--- src/rtl/alu_pkg.sv ---
// Shared types and encodings for the ALU issue stage: ALU op codes, MIPS opcode/funct
// values and the decoded issue-buffer entry.
package alu_pkg;

    typedef enum logic [2:0] {
        ALU_ADD = 3'd0,
        ALU_SUB = 3'd1,
        ALU_AND = 3'd2,
        ALU_OR  = 3'd3,
        ALU_SLT = 3'd4,
        ALU_NOR = 3'd5,
        ALU_SLL = 3'd6,
        ALU_SRL = 3'd7
    } aluop_e;

    localparam logic [5:0] OPC_RTYPE = 6'h00;
    localparam logic [5:0] OPC_BEQ   = 6'h04;
    localparam logic [5:0] OPC_ADDI  = 6'h08;
    localparam logic [5:0] OPC_ADDIU = 6'h09;
    localparam logic [5:0] OPC_SLTI  = 6'h0A;
    localparam logic [5:0] OPC_ANDI  = 6'h0C;
    localparam logic [5:0] OPC_ORI   = 6'h0D;
    localparam logic [5:0] OPC_LW    = 6'h23;
    localparam logic [5:0] OPC_SW    = 6'h2B;

    localparam logic [5:0] FN_SLL  = 6'h00;
    localparam logic [5:0] FN_SRL  = 6'h02;
    localparam logic [5:0] FN_ADD  = 6'h20;
    localparam logic [5:0] FN_ADDU = 6'h21;
    localparam logic [5:0] FN_SUB  = 6'h22;
    localparam logic [5:0] FN_SUBU = 6'h23;
    localparam logic [5:0] FN_AND  = 6'h24;
    localparam logic [5:0] FN_OR   = 6'h25;
    localparam logic [5:0] FN_NOR  = 6'h27;
    localparam logic [5:0] FN_SLT  = 6'h2A;

    typedef struct packed {
        logic [31:0] in1;
        logic [31:0] in2;
        aluop_e      aluop;
        logic        illegal;
    } issue_entry_t;

    function automatic logic [31:0] sext16(input logic [15:0] imm);
        return {{16{imm[15]}}, imm};
    endfunction

    function automatic logic [31:0] zext16(input logic [15:0] imm);
        return {16'h0000, imm};
    endfunction

endpackage

--- src/rtl/alu_decode.sv ---
// Combinational MIPS decode: turns an instruction word plus register values into the
// operands and op code the ALU needs. Unsupported encodings yield an all-zero illegal entry.
import alu_pkg::*;

module alu_decode (
    input  logic [31:0]  instr,
    input  logic [31:0]  rs_val,
    input  logic [31:0]  rt_val,
    output issue_entry_t entry
);

    logic [5:0]  opcode;
    logic [5:0]  funct;
    logic [4:0]  shamt;
    logic [15:0] imm;
    logic        unused_fields;

    assign opcode        = instr[31:26];
    assign funct         = instr[5:0];
    assign shamt         = instr[10:6];
    assign imm           = instr[15:0];
    assign unused_fields = ^instr[25:16];

    always_comb begin
        entry = '0;
        case (opcode)
            OPC_RTYPE: begin
                entry.in1 = rs_val;
                entry.in2 = rt_val;
                case (funct)
                    FN_ADD, FN_ADDU: entry.aluop = ALU_ADD;
                    FN_SUB, FN_SUBU: entry.aluop = ALU_SUB;
                    FN_AND:          entry.aluop = ALU_AND;
                    FN_OR:           entry.aluop = ALU_OR;
                    FN_NOR:          entry.aluop = ALU_NOR;
                    FN_SLT:          entry.aluop = ALU_SLT;
                    FN_SLL, FN_SRL: begin
                        // shifts operate on rt; the shift amount rides in operand 2
                        entry.in1   = rt_val;
                        entry.in2   = {27'b0, shamt};
                        entry.aluop = (funct == FN_SLL) ? ALU_SLL : ALU_SRL;
                    end
                    default: entry = '0;
                endcase
                if (entry.aluop == ALU_ADD && funct != FN_ADD && funct != FN_ADDU) begin
                    entry         = '0;
                    entry.illegal = 1'b1;
                end
            end
            OPC_ADDI, OPC_ADDIU, OPC_LW, OPC_SW: begin
                entry.in1   = rs_val;
                entry.in2   = sext16(imm);
                entry.aluop = ALU_ADD;
            end
            OPC_SLTI: begin
                entry.in1   = rs_val;
                entry.in2   = sext16(imm);
                entry.aluop = ALU_SLT;
            end
            OPC_ANDI: begin
                entry.in1   = rs_val;
                entry.in2   = zext16(imm);
                entry.aluop = ALU_AND;
            end
            OPC_ORI: begin
                entry.in1   = rs_val;
                entry.in2   = zext16(imm);
                entry.aluop = ALU_OR;
            end
            OPC_BEQ: begin
                entry.in1   = rs_val;
                entry.in2   = rt_val;
                entry.aluop = ALU_SUB;
            end
            default: begin
                entry         = '0;
                entry.illegal = 1'b1;
            end
        endcase
    end

endmodule

--- src/rtl/alu_issue.sv ---
// ALU issue stage: decodes each offered instruction and holds it in a small in-order
// buffer until the ALU consumes it. Flush and reset drop everything buffered.
import alu_pkg::*;

module alu_issue #(
    parameter int DEPTH = 2
) (
    input  logic        clk,
    input  logic        rst,
    input  logic        in_valid,
    output logic        in_ready,
    input  logic [31:0] instr,
    input  logic [31:0] rs_val,
    input  logic [31:0] rt_val,
    input  logic        flush,
    output logic        out_valid,
    input  logic        out_ready,
    output logic [31:0] alu_in1,
    output logic [31:0] alu_in2,
    output logic [2:0]  aluop,
    output logic        illegal
);

    localparam int PW = (DEPTH > 1) ? $clog2(DEPTH) : 1;
    localparam int CW = PW + 1;

    issue_entry_t   dec_entry;
    issue_entry_t   mem [DEPTH];
    issue_entry_t   head;
    logic [PW-1:0]  wptr;
    logic [PW-1:0]  rptr;
    logic [CW-1:0]  count;
    logic           push;
    logic           pop;

    alu_decode u_decode (
        .instr  (instr),
        .rs_val (rs_val),
        .rt_val (rt_val),
        .entry  (dec_entry)
    );

    assign in_ready  = (count < CW'(DEPTH));
    assign out_valid = (count != '0);
    assign push      = in_valid && in_ready;
    assign pop       = out_valid && out_ready;

    // DEPTH is a power of two, so pointers wrap by natural overflow
    always_ff @(posedge clk or posedge rst) begin
        if (rst) begin
            wptr  <= '0;
            rptr  <= '0;
            count <= '0;
        end else if (flush) begin
            wptr  <= '0;
            rptr  <= '0;
            count <= '0;
        end else begin
            if (push) wptr <= wptr + 1'b1;
            if (pop)  rptr <= rptr + 1'b1;
            case ({push, pop})
                2'b10:   count <= count + 1'b1;
                2'b01:   count <= count - 1'b1;
                default: count <= count;
            endcase
        end
    end

    // storage needs no reset: empty slots are never presented
    always_ff @(posedge clk) begin
        if (push && !flush && !rst) mem[wptr] <= dec_entry;
    end

    assign head    = mem[rptr];
    assign alu_in1 = out_valid ? head.in1     : 32'h0;
    assign alu_in2 = out_valid ? head.in2     : 32'h0;
    assign aluop   = out_valid ? head.aluop   : 3'd0;
    assign illegal = out_valid ? head.illegal : 1'b0;

endmodule

--- config.mk ---
export PLATFORM = sky130hd
export DESIGN_NAME = alu_issue
export DESIGN_NICKNAME = d
export VERILOG_FILES = /design/src/rtl/alu_pkg.sv /design/src/rtl/alu_decode.sv /design/src/rtl/alu_issue.sv
export SDC_FILE = /design/constraint.sdc
export NUM_CORES = 1
export LEC_CHECK = 0
export ABC_AREA = 1
export CAP_MARGIN = 10
export CORE_MARGIN = 10
export CORE_UTILIZATION = 40
export CTS_CLUSTER_DIAMETER = 40
export CTS_CLUSTER_SIZE = 16
export DETAILED_ROUTE_END_ITERATION = 12
export PLACE_DENSITY = 0.72
export SYNTH_ARGS = -nofsm -noshare
export SYNTH_HDL_FRONTEND = slang
export SYNTH_SLANG_ARGS = --single-unit
--- constraint.sdc ---
create_clock -name clk -period 12.29 [get_ports clk]
set_input_delay 2.458 -clock clk [delete_from_list [all_inputs] [get_ports clk]]
set_output_delay 2.458 -clock clk [all_outputs]
set_load 0.02 [all_outputs]
== After elaboration in Yosys (flattened, before gate mapping) ==
Memories as Yosys holds them, arrays and structs flattened.
Index checks and enable logic that the tools add are counted.

* Eq/ne operators: 21
* Add/sub/neg operators: 4
* $lt $le $gt $ge: 1
* Multiplexer cells: 19
* Reductions and logical operators: 20

{| class="wikitable"
|+ Operator list
! cell !! count
|-
| 67-bit case mux with 6 select lines || 1
|-
| 64-bit case mux with 2 select lines || 1
|-
| 68-bit two-way mux || 1
|-
| 32-bit two-way mux || 2
|-
| 6-bit equality test (second input constant) || 10
|-
| 6-bit by 4-bit equality test with 1-bit output (second input constant) || 5
|-
| 3-bit case mux with 6 select lines || 1
|-
| 8-bit OR reduction || 2
|-
| 6-bit zero test || 2
|-
| 6-bit inequality test (second input constant) || 2
|-
| 1-bit two-way mux || 8
|-
| 6-bit by 2-bit equality test with 1-bit output (second input constant) || 1
|-
| 6-bit by 3-bit equality test with 1-bit output (second input constant) || 1
|-
| 1-bit logical AND || 6
|-
| 3-bit two-way mux || 2
|-
| 2-bit nonzero test || 3
|-
| 2-bit case mux with 2 select lines || 1
|-
| 2-bit OR reduction || 2
|-
| 4-bit OR reduction || 1
|-
| 3-bit zero test || 1
|-
| 3-bit nonzero test || 1
|-
| 1-bit adder (second input constant) || 2
|-
| 2-bit by 1-bit adder with 2-bit output (second input constant) || 1
|-
| 2-bit by 1-bit equality test with 1-bit output (second input constant) || 1
|-
| other kinds (6) || 7
|}

* Memories kept: 1
* Bits in writable memories: 136
* Register bits after elaboration: 4
* Output and inout port bits: 70

{| class="wikitable"
|+ Memory list
! memory !! depth !! width !! read ports !! clocked after memory_dff !! wr ports !! RTL line !! RTL
|-
| mem || 2 || 68 || 1 || 0 || 1 || alu_issue.sv:28 || <nowiki>issue_entry_t mem [DEPTH];</nowiki>
|}

== Longest topological paths before layout ==
* Word-level depth: 9
* Mapped depth: 10
* Depth with buffers taken out: 9

== By module ==
A second synthesis with hierarchy kept.

* Cell total of the unflattened synthesis: 773
* Area total of the unflattened synthesis: 7046.8 um2

{| class="wikitable"
|+ By module, submodules not included
! module !! times used !! sequential area each (um2) !! area an instance (um2) !! cells an instance
|-
| alu_issue || 1 || 4184.0 || 5311.3 || 399
|-
| alu_decode || 1 || 0.0 || 1735.4 || 374
|}

== Least setup slack after synthesis ==
No wires, ideal clock.

* Path type: input -> register
* Start point: input port flush
* End point: memory mem[0][0] in the netlist's numbering (enable)
* Setup slack: 2.501 ns
* Required time: 11.621 ns
* Arrival: 9.120 ns
* Path buffers: 0
* Cell stages on the path: 1
* Setup time: 0.669 ns
* Cell sequence: nor4_1

* Longest elaborated chain between the ends: 5

{| class="wikitable"
|+ Ends and longest elaborated chain
! what !! RTL line !! RTL
|-
| start: declaration || alu_issue.sv:15 || <nowiki>input logic flush,</nowiki>
|-
| 1-bit zero test || alu_issue.sv:71 || <nowiki>if (push && !flush && !rst) mem[wptr] <= dec_entry;</nowiki>
|-
| 1-bit logical AND (2 in a row) || alu_issue.sv:71 ||
|-
| 1-bit two-way mux || alu_issue.sv:71 ||
|-
| 1-bit two-way mux (not written as such) || alu_issue.sv:71 ||
|-
| end: declaration || alu_issue.sv:28 ||
|}

Every way passes these cells.

== Worst setup path in the final report ==
* Start point: register rptr
* End point: output port alu_in2[15]

* Longest elaborated chain between the ends: 2

{| class="wikitable"
|+ Ends and longest elaborated chain
! what !! RTL line !! RTL
|-
| start: declaration || alu_issue.sv:31 || <nowiki>logic [PW-1:0] rptr;</nowiki>
|-
| start signal: assignment || alu_issue.sv:60 || <nowiki>if (pop) rptr <= rptr + 1'b1;</nowiki>
|-
| memory read 2 x 68 bit || -- ||
|-
| 32-bit two-way mux || alu_issue.sv:76 || <nowiki>assign alu_in2 = out_valid ? head.in2 : 32'h0;</nowiki>
|-
| end: declaration || alu_issue.sv:19 || <nowiki>output logic [31:0] alu_in2,</nowiki>
|}

Every way passes these cells.

==> qor.yml <==
status: "finished clean"
postCtsHoldBufs: 0
p_sw_mw: 0.5562
combPwrFrac_pct: 34.7
cp_data_arrival_time_ns: 3.24
nNetsFinal: 997
synth.avg_cell_area_um2: 9.152
cp-start-kind: "flop"
post-cts-setup-buffers: 0
fill_cells: 1509
seq_area_frac_synth_pct: 60.71
worst_pin_slew_ns: 1.088
dr.pass1.iters: 5
ios: 171
n_antenna_cell: 0
slew_viol_final: 0
worstPathRequired_ns: 9.83
synth.largest_area_cell: "edfxtp_1"
ant_nets: 0
grt_pass1_vias: 5645
synth_compound_area_share_pct: 5.664
yosys_most_used_dff: "edfxtp_1"
cts_num_sinks: 140
rsz0062_at_grt: "no"
grt_antenna_before_repair: 0
io_buffer_count: 160
synth-edff-count: 136
fmax_ghz: 0.1756
die_area_mm2: 0.02288
dpl.cell_count: 1097
rows: 47
fin_crit_sh_pct: 46.34
critical_path.max_fanout: 69
clock_skew_ns: 0.005157
yosys-top-cells-area: "edfxtp_1 (59%), nand2_1 (16%), nand3_1 (9.2%)"
ys_types: 26
slowest_stage: "clkdlybuf4s50_1"
yosysTopAreaCellShare_pct: 59.26
cts_htree_levels: 4
maxCapViolations: 0
synthMuxAreaShare_pct: 0
synthAdderAreaFrac_pct: 0
synth_seq_cells: 140
netlist_area_mm2: 0.006892
fin_cells: 1129
synth_warnings: 0
cts_tree: "done"
cp-end-kind: "primary output"
hold_path.class: "flop to flop"
wl_mm: 20.69
leakagePower_nw: 3.538
drc: 0
yosysMostFrequentCell: "nand2_1"
die_h_um: 151.3
synth-simple-area-share_pct: 28.23
cts-root-buf: "clkbuf_16"
drtIter0Drc: 411
grt_pass1_wl_mm: 31.11
power_density_mw_per_mm2: 181.1
clkTransAtPathRegs_ns: 0.06
finalSetupTns_ns: 0
synthCells: 753
p_clk_share_pct: 31.9
synth_top_family_by_area: "simple AND/OR/NAND/NOR gates"
finalHoldViolCount: 0
grt_max_degree: 70
finalPower_mw: 1.671
intPower_mw: 1.115
grt_usage_pct: 17.75
relSlewSlack_pct: 27.04
routed_via_density: 5.230
async_flop_share_pct: 2.857
clockBufferDepth: 2
swShare_pct: 33.29
synth_nets: 854
vias: 5905
post-route-util_pct: 55.05
crit_type: "flop to primary output"
drt-wirelength-per-cell_um: 18.32
synthTopCellsByCount: "nand2_1 (287), edfxtp_1 (136), nand3_1 (126)"
gp_congestion: 0.9116
peakVddDrop_mv: 0.09898
critPathMaxStageDelay_ns: 0.65
grt-ovfl-total: 0
syn2layout_area_growth_pct: 33.88
clock_latency_ns: 0.42
cts_buffers: 17
cts_resized: 0
fin_crit_ns: 5.696
yosys.area_share.xor_xnor_pct: 0
core_area_mm2: 0.01676
dpl.hpwl_mm: 13.10
cp_common_cell: "buf_4"
p_seq_share_pct: 33.4
initial_core_util_pct: 41.12
finalSetupViolations: 0
drive_above_1_share_pct: 6.381
cp_cell_sequence: "buf_4 > inv_2 > buf_4 > nand2_1 > a21oi_1 > clkdlybuf4s50_1"
chipWidth_um: 151.3
final cells by class:
class,instances,area (µm²),area share [%]
repair buffers,168,1662,18.01
multi-input cells,535,2355,25.52
clock inverters,15,195.2,2.116
well taps,220,275.3,2.983
inverters,34,128.9,1.397
clock buffers,17,425.4,4.611
flip-flops and latches,140,4185,45.36
critical path: cells and delay by family, from the launching register on:
family / cells / cell delay, ns
buf+inv: 4 / 2.04
compound gates: 1 / 0.21
flops: 1 / 0.38
simple gates: 1 / 0.10
power groups by stage:
stage / Sequential, mW / Clock, mW / Combinational (mW)
6_report: 0.559 / 0.533 / 0.579
5_1_grt: 0.561 / 0.562 / 0.620
4_1_cts: 0.559 / 0.539 / 0.592
3_5_place_dp: 0.569 / 0 / 0.590
3_3_place_gp: 0.568 / 0 / 0.586
2_1_floorplan: 0.570 / 0 / 0.299
flip-flops by register name (all words and copies together), names as in the netlist:
| name | cells |
|---|---|
| wptr | 1 |
| rptr | 1 |
| mem | 136 |
| count | 2 |
cell usage in the layout, fill, tap and decap left out:
master / n
inv_6: 2
bufinv_16: 4
inv_2: 6
clkinv_4: 3
nor4_2: 1
nand3_1: 126
o31ai_1: 1
nor3_1: 1
nand4_2: 1
clkdlybuf4s50_1: 160
nor2b_1: 1
clkinvlp_4: 2
nor2_1: 27
o21ai_0: 6
clkinv_1: 4
nand3_2: 2
a21oi_1: 69
clkbuf_16: 17
dfrtp_2: 1
nor2_2: 4
nand2_1: 287
inv_1: 26
nand2_4: 1
nand4_1: 3
dfrtp_1: 3
nor2_4: 3
edfxtp_1: 136
buf_4: 8
o21bai_1: 1
clkinv_2: 2
nor3_2: 1
final timing paths:
check / slack, ns / endpoint / cells past startpoint / from
worst max-delay path: 6.59 / alu_in2[15] / 6 / rptr
worst min-delay path: 0.58 / wptr / 2 / wptr
worst max register to register: 9.99 / rptr / 5 / rptr
worst min register to register: 0.58 / wptr / 2 / wptr
max in group asynchronous: 9.81 / rptr / 2 / rst
min in group asynchronous: 2.32 / wptr / 2 / rst
per-stage QoR:
step                      setup WS (ns)  hold slack, ns  cell area, µm²
after floorplan                   2.501          0.5021            6892
after global placement            7.026          0.5541            8606
after detailed placement          7.017          0.5726            8606
after CTS                         6.564          0.5852            9226
after global routing              6.381          0.6137            9226
final                             6.594          0.5811            9226
cell families after synthesis:
logic type / count (synthesis)
flip-flops: 140
AO/OA/AOI/OAI: 77
buffers and inverters: 78
AND/OR/NAND/NOR: 458
layer usage:
metal	up-vias	routed length (µm)	GRT usage (%)
met5	-	0	0
met4	0	367	6.256
met3	24	1477	3.878
met2	210	10580	30.11
met1	2820	8265	21.77
li1	2851	-	-
(Power assumes the default switching activity.)
==> RTL change: new RTL, same flow settings <==
Make the reset (`rst`) synchronous in one clocked block.
--- a/src/rtl/alu_issue.sv
+++ b/src/rtl/alu_issue.sv
@@ -47,5 +47,5 @@
 
     // DEPTH is a power of two, so pointers wrap by natural overflow
-    always_ff @(posedge clk or posedge rst) begin
+    always_ff @(posedge clk) begin
         if (rst) begin
             wptr  <= '0;
Function: differs if rst is asserted again (counterexample within 4 cycles, from zero or initial values and one cycle with rst high); with rst held inactive, the same outputs for 4 cycles.
==> RTL change against the original RTL <==
Wire length rose by 3.5%; cell area decreased by 0.20%; sequential share of layout area is 0.092 points higher; register-to-register slack worse by 0.31 ns; utilization decreased by 1.4 points; area after synthesis is 0.65% higher; first-iteration DRC count fell by 4.6%; sequential cell count is 1 higher; worst setup slack gained 0.23 ns; via count is 1.3% lower; final cell count rose by 0.27%; critical endpoint is now alu_in2[14]; largest cell class unchanged.
Power is not compared: it rests on default switching activity, and its combinational part moved more than twofold at a synthesized area within 25%.
==> RTL change: results (changes against the original RTL) <==
outcome:
  outcome: "finished clean"
route:
  drt_iter0_drc: 392  # -4.6%
  drtPass1Iterations: 5  # unchanged
  drt-total-wl_microns: 21400  # +3.5%
  vias_per_cell: 5.15  # -1.5%
timing:
  slew_viol_final: 0  # unchanged
  fmax_ghz: 0.183  # +4.2%
  tightestPinTransition_ns: 1.15  # +0.0583 ns
  fin_skew_ns: 0.00950  # +0.00434 ns
power_and_ir_drop:
  p_leak_nw: 3.52
  vdd_drop_max_v: 0.0000948
setup_path:
  cp_slowest_cell: "clkdlybuf4s50_1"
  cp_max_fo: 69  # unchanged
  critPathMaxStageDelay_ns: 0.68  # +0.03 ns
  crit_family: "buffers and inverters"
  arrival_ns: 3.01  # -0.23 ns
  r2r_slack_ns: 9.68  # -0.31 ns
clock_tree:
  cts_resized: 0  # unchanged
  root_buffer: "clkbuf_16"
  clk_latency_ns: 0.42  # about the same
  cts_buffer_depth: 2  # unchanged
  post-cts-setup-buffer-count: 0  # unchanged
  h-tree-depth: 4  # unchanged
  clk_pin_slew_ns: 0.06  # about the same
  cts_buffers: 17  # unchanged
placement:
  port_buffers: 160  # unchanged
  hpwlAfterDp_microns: 13800  # +5.5%
  place_ws_ns: 7.11  # +0.0917 ns
  dpl-instance-area_sq_mm: 0.00861  # about the same
  place.gp.congestion: 0.811  # -11%
finish:
  drive_gt1_share_pct: 6.42  # +0.035 points
  reg_top3: "mem (136), count (2)"
  num-nets-final: 994  # -0.30%
global_route:
  grt_pass1_vias: 5558  # -1.5%
  gr-usage-all-layers_pct: 18.2  # +0.44 points
  grt_max_degree: 70  # unchanged
  grt_first_pass_wirelength_microns: 31800  # +2.2%
  antenna_found_initial: 2  # +2
synth:
  yosysWarnings: 0  # unchanged
  synth_edf_count: 136  # unchanged
  post_synth_num_cell_types: 22  # -15%
  synth.area.top_cells: "edfxtp_1 59%, nand2_1 15%, nand3_1 8.8%"
  yosysSeqAreaShare_pct: 60.3  # -0.39 points
  synth_fp_nets: 853  # -0.12%
  synthArstFlopShare_pct: 0  # -2.9 points
  ys_top_cells_by_count: "285 x nand2_1, 136 x edfxtp_1, 122 x nand3_1"
worst_hold_path:
  hold_path.class: "register to register"
## RTL change: cell families after synthesis
family	synth area share [%]
simple gates	27.7
flops	60.3
compound gates	5.84
buf+inv	5.83
xor+xnor	0.126
fa+ha+maj	0.180
## RTL change: cell type report
cell class	count	area [sq um]
fillers	1568	7970
clock buffers	17	425
clock inverters	14	165
multi-input cells	532	2370
inverters	34	128
well taps	225	282
flip-flops and latches	141	4190
diodes	3	7.51
repair buffers	166	1650
## RTL change: power by group
group | switching, mW | total, mW | internal (mW)
Combinational | 0.0633 | 0.110 | 0.0462
Clock | 0.199 | 0.517 | 0.318
Sequential | 0.00150 | 0.533 | 0.531
## RTL change: per-layer routing
metal | vias up | part of all wire, % | global-route usage, % | wire length [microns]
met5 | - | 0 | 0 | 0
met4 | 0 | 2.6 | 7.86 | 553
met3 | 33 | 6.7 | 4.10 | 1440
met2 | 227 | 49 | 29.5 | 10500
met1 | 2728 | 42 | 22.9 | 8930
li1 | 2843 | - | - | -
## RTL change: per-stage QoR
step | instances | hold WS (ns) | utilization (%)
after floorplan | 751 | 0.425 | -
after global placement | 1098 | 0.422 | 50.1
after detailed placement | 1098 | 0.444 | 50.1
after CTS | 1129 | 0.461 | 53.6
after global routing | 1131 | 0.487 | 53.6
final | 1132 | 0.459 | 53.6
## RTL change: path summary, 6_finish.rpt
check                              from                     to  cells after the start
hold reg to reg       rptr$_SDFFE_PP0P_               register                      1
hold / removal        rptr$_SDFFE_PP0P_               register                      1
setup / recovery               register            alu_in2[14]                      6
setup reg to reg  count[0]$_SDFFE_PP0P_  count[1]$_SDFFE_PP0P_                     10
